$ cat config.mk
export PLATFORM = sky130hd
export DESIGN_NAME = blink_sched
export DESIGN_NICKNAME = d
export VERILOG_FILES = /design/src/rtl/blink_sched.sv
export SDC_FILE = /design/constraint.sdc
export NUM_CORES = 1
export LEC_CHECK = 0
export CORE_MARGIN = 1.5
export CORE_UTILIZATION = 54
export DETAILED_ROUTE_END_ITERATION = 8
export MAX_ROUTING_LAYER = met4
export PLACE_DENSITY = 0.73
export REMOVE_ABC_BUFFERS = 1
export SLEW_MARGIN = 20
export SYNTH_ARGS = -nofsm -noshare
export SYNTH_HDL_FRONTEND = slang
export SYNTH_SLANG_ARGS = --single-unit
export TNS_END_PERCENT = 5
$ cat constraint.sdc
create_clock -name clk -period 4.6 [get_ports clk]
set_input_delay 0.69 -clock clk [delete_from_list [all_inputs] [get_ports clk]]
set_output_delay 0.69 -clock clk [all_outputs]
set_load 0.1 [all_outputs]
$ cat src/rtl/blink_sched.sv
// Multi-channel LED blink scheduler: one shared tick prescaler, one ON/OFF sequencer per channel.
// Define BLINK_RESYNC_EN to make every accepted enable command restart the prescaler.
module blink_sched_ch #(
  parameter int PW = 8
) (
  input  logic          clk,
  input  logic          rst_n,
  input  logic          tick,
  input  logic          wr,
  input  logic          en,
  input  logic [PW-1:0] on,
  input  logic [PW-1:0] off,
  output logic          led,
  output logic          busy
);
  typedef enum logic [1:0] {IDLE, ON, OFF} st_t;

  st_t           st, nst;
  logic [PW-1:0] rem, nrem, on_p, off_p, non_p, noff_p;

  always_ff @(posedge clk or negedge rst_n) begin
    if (!rst_n) begin
      st    <= IDLE;
      rem   <= '0;
      on_p  <= '0;
      off_p <= '0;
      led   <= 1'b0;
      busy  <= 1'b0;
    end else begin
      st    <= nst;
      rem   <= nrem;
      on_p  <= non_p;
      off_p <= noff_p;
      led   <= (nst == ON);
      busy  <= (nst != IDLE);
    end
  end

  // A command and a tick never share an edge, so the command branch wins outright.
  always_comb begin
    nst    = st;
    nrem   = rem;
    non_p  = on_p;
    noff_p = off_p;
    if (wr) begin
      if (en) begin
        non_p  = on;
        noff_p = off;
        if (on != '0) begin
          nst  = ON;
          nrem = on;
        end else if (off != '0) begin
          nst  = OFF;
          nrem = off;
        end else begin
          nst  = IDLE;
          nrem = '0;
        end
      end else begin
        nst  = IDLE;
        nrem = '0;
      end
    end else if (tick && st != IDLE) begin
      if (rem > PW'(1)) begin
        nrem = rem - 1'b1;
      end else if (st == ON) begin
        if (off_p != '0) begin
          nst  = OFF;
          nrem = off_p;
        end else begin
          nrem = on_p;
        end
      end else begin
        if (on_p != '0) begin
          nst  = ON;
          nrem = on_p;
        end else begin
          nrem = off_p;
        end
      end
    end
  end
endmodule

module blink_sched #(
  parameter  int CBITS = 17,
  parameter  int NCH   = 4,
  parameter  int PW    = 8,
  localparam int CHW   = (NCH > 1) ? $clog2(NCH) : 1
) (
  input  logic           clk,
  input  logic           rst_n,
  input  logic           cfg_valid,
  output logic           cfg_ready,
  input  logic [CHW-1:0] cfg_ch,
  input  logic           cfg_en,
  input  logic [PW-1:0]  cfg_on,
  input  logic [PW-1:0]  cfg_off,
  output logic [NCH-1:0] led,
  output logic           flg,
  output logic [NCH-1:0] busy
);
  logic [CBITS-1:0] cnt;
  logic             tick, acc, clr;
  logic [NCH-1:0]   wr;

  assign tick      = &cnt;
  assign cfg_ready = !tick;
  assign acc       = cfg_valid && !tick;

`ifdef BLINK_RESYNC_EN
  assign clr = acc && cfg_en;
`else
  assign clr = 1'b0;
`endif

  // flg follows the natural wrap only; a forced clear never raises it.
  always_ff @(posedge clk or negedge rst_n) begin
    if (!rst_n) begin
      cnt <= '0;
      flg <= 1'b0;
    end else begin
      flg <= tick;
      cnt <= clr ? '0 : cnt + 1'b1;
    end
  end

  for (genvar i = 0; i < NCH; i++) begin : g_ch
    assign wr[i] = acc && (cfg_ch == CHW'(i));
    blink_sched_ch #(.PW(PW)) u_ch (
      .clk  (clk),
      .rst_n(rst_n),
      .tick (tick),
      .wr   (wr[i]),
      .en   (cfg_en),
      .on   (cfg_on),
      .off  (cfg_off),
      .led  (led[i]),
      .busy (busy[i])
    );
  end
endmodule

==> out/metrics.yaml <==
status:
  status: "finished, final reports clean"
die:
  row_count: 40
  die_h_um: 115
  die_w_um: 115
  io_pins: 32
  coreArea_sq_mm: 0.0121
  die_area_sq_mm: 0.0132
  initial_core_util_pct: 55.8
timing:
  fmax_mhz: 295
  slew_headroom_pct: 30.2
  fin_ws_ns: 1.21
  hold_ws_ns: 0.340
  final-max-slew-violation-count: 0
  finalCritPeriodShare_pct: 73.7
  rsz0062_at_grt: "no"
  fin_tns_setup_ns: 0
  setup_violations: 0
  layout_min_cycle_time_ns: 3.39
  worst_pin_slew_ns: 1.04
  final_hold_viol_count: 0
  finClkSkew_ns: 0.00617
global_routing:
  use_met2_pct: 44.1
  met1_usage_pct: 38.0
  antenna_found_initial: 0
  grt_pass1_wl_um: 28500
  grt_pass1_vias: 5426
  globalRouteOverflowTotal: 0
  grt_most_used_layer: "met2"
  grt_max_degree: 70
  grtUsageTotal_pct: 29.2
  met3_usage_pct: 6.17
critical_path:
  worstSetupStartpointType: "flip-flop"
  arrival_ns: 3.69
  cp_max_fo: 26
  path_class: "flip-flop to flip-flop"
  endpoint_kind: "flip-flop"
  cp.required_ns: 4.89
  ff2ff_path_depth: 9
synth:
  post-synth-top-count-cell: "dfrtp_1"
  syn_inst: 679
  ys_async_sr_fraction_pct: 100
  synth_edf_count: 0
  synth_area_leader_cell: "dfrtp_1"
  synth_cell_types: 64
  synth_top_area_share_pct: 48.2
  synth.avg_cell_area_sq_um: 9.95
  yosys-top-cells-count: "dfrtp_1, nand2_1, nor2_1"
  ys_ff_latch: 130
  synth_ff_type: "dfrtp_1"
  ys_seq_area_share_pct: 48.2
  synth_area_sq_mm: 0.00676
  ys.warnings.count: 0
  synth.area.top_cells: "dfrtp_1, mux2_2, nand2_1"
cts:
  cts_setup_buffers: 0
  htree_levels: 4
  cts_inserted_buffers: 17
  cts-root-buf: "clkbuf_16"
  clk-insertion-delay-late_ns: 0.42
  cts.sinks: 130
  clkTransAtPathRegs_ns: 0.06
  cts_tree: "yes"
  cts_buffer_depth: 2
  hold_buffers: 0
  cts_resized: 0
run:
  maxCapViolations: 0
detailed_routing:
  wl_per_cell_um: 20.2
  ant_nets: 0
  vias: 5669
  dr.pass1.iters: 5
  routed_wl_um: 17800
  dr.first_iter.drc_count: 616
  via_per_inst: 6.41
  drcViolationCount: 0
placement:
  preCtsSetupSlack_ns: 1.17
  dp.cells: 852
  dp_hpwl_um: 12000
  dpl_cell_area_sq_mm: 0.00717
  port_buffers: 31
  globalplace.congestion: 0.915
power_and_ir_drop:
  peakVddDrop_uv: 305
  powerDensity_mw_per_mm2: 495
  p_leak_nw: 3.34
  power.total_mw: 3.90
layout:
  fillers: 980
  post_layout_nonfiller_instances: 884
  regArea_sq_mm: 0.00325
  num-nets-final: 735
  diodes: 0
  multi_input_comb_area_sq_mm: 0.00329
  final_cell_area_sq_mm: 0.00789
  syn_to_final_growth_pct: 16.8
  postLayoutCoreUtil_pct: 65.1
  drive_gt1_share_pct: 13.1
min_path:
  hold_path_class: "primary input to async pin"
## registers in the layout (all words and copies together), names as in the netlist
name and flops:
cnt 17, flg 1, g_ch.u_ch.busy 4, g_ch.u_ch.led 4, g_ch.u_ch.off_p 32, g_ch.u_ch.on_p 32
g_ch.u_ch.rem 32, g_ch.u_ch.st 8
## power by group
part / total (mW) / internal [mW] / switching, mW
registers: 1.52 / 1.33 / 0.185
clock network: 1.63 / 1.14 / 0.492
logic: 0.756 / 0.300 / 0.456
## final cells by class
type | count | area share, %
Clock buffer | 18 | 5.57
Clock inverter | 14 | 3.59
Inverter | 20 | 0.952
Multi-Input combinational cell | 500 | 41.7
Sequential cell | 130 | 41.2
Tap cell | 168 | 2.66
Timing Repair Buffer | 34 | 4.31
## worst max-delay path, stage by stage, from the launching register on
cell and delay (ns):
dfrtp_1 0.39, ha_1 0.25, and4_1 0.24, nand3_1 0.08
nor2_1 0.07, and3_1 0.17, ha_1 0.36, and3b_1 0.37
nand3_1 0.75, mux2_2 0.57
## worst paths after layout
kind | start | endpoint | slack [ns]
setup / recovery | cnt[0] | g_ch[3].u_ch.on_p[6] | 1.21
hold / removal | rst_n | g_ch[0].u_ch.rem[3] | 0.34
setup reg to reg | cnt[0] | g_ch[3].u_ch.on_p[6] | 1.21
hold reg to reg | cnt[0] | cnt[0] | 0.45
max in group asynchronous | rst_n | g_ch[3].u_ch.busy | 3.43
min in group clk | cnt[0] | cnt[0] | 0.45
## cell usage in the layout, fill, tap and decap left out, types with 6 or more instances in the layout
master	n
nand4_1	6
bufinv_16	8
nor3_1	14
a22oi_1	12
o21ai_0	32
mux2_2	42
o21a_1	7
nor4_1	10
a31oi_1	9
dfrtp_1	130
inv_1	20
and3_1	8
clkdlybuf4s50_1	29
nand3_1	17
nand2_1	78
o211ai_1	8
nor2_1	63
nor2b_1	10
ha_1	10
o221ai_1	10
a221oi_1	20
xnor2_1	12
or4_1	14
o22ai_1	11
a21oi_1	24
clkbuf_16	17
## per-layer routing
metal,vias to the layer above,share of wire (%),wire length (um)
li1,2598,-,-
met4,0,3.9,700
met1,2761,41,7290
met2,254,47,8400
met5,-,0,0
met3,56,8.0,1420
## cell families after synthesis
logic type	count (synthesis)	synth area share [%]
simple gates	248	18.2
compound gates	184	19.5
flops	130	48.2
buf+inv	49	3.19
mux	42	7.00
xor+xnor	16	2.07
fa+ha+maj	10	1.85
Power figures use the tool's default switching activity.
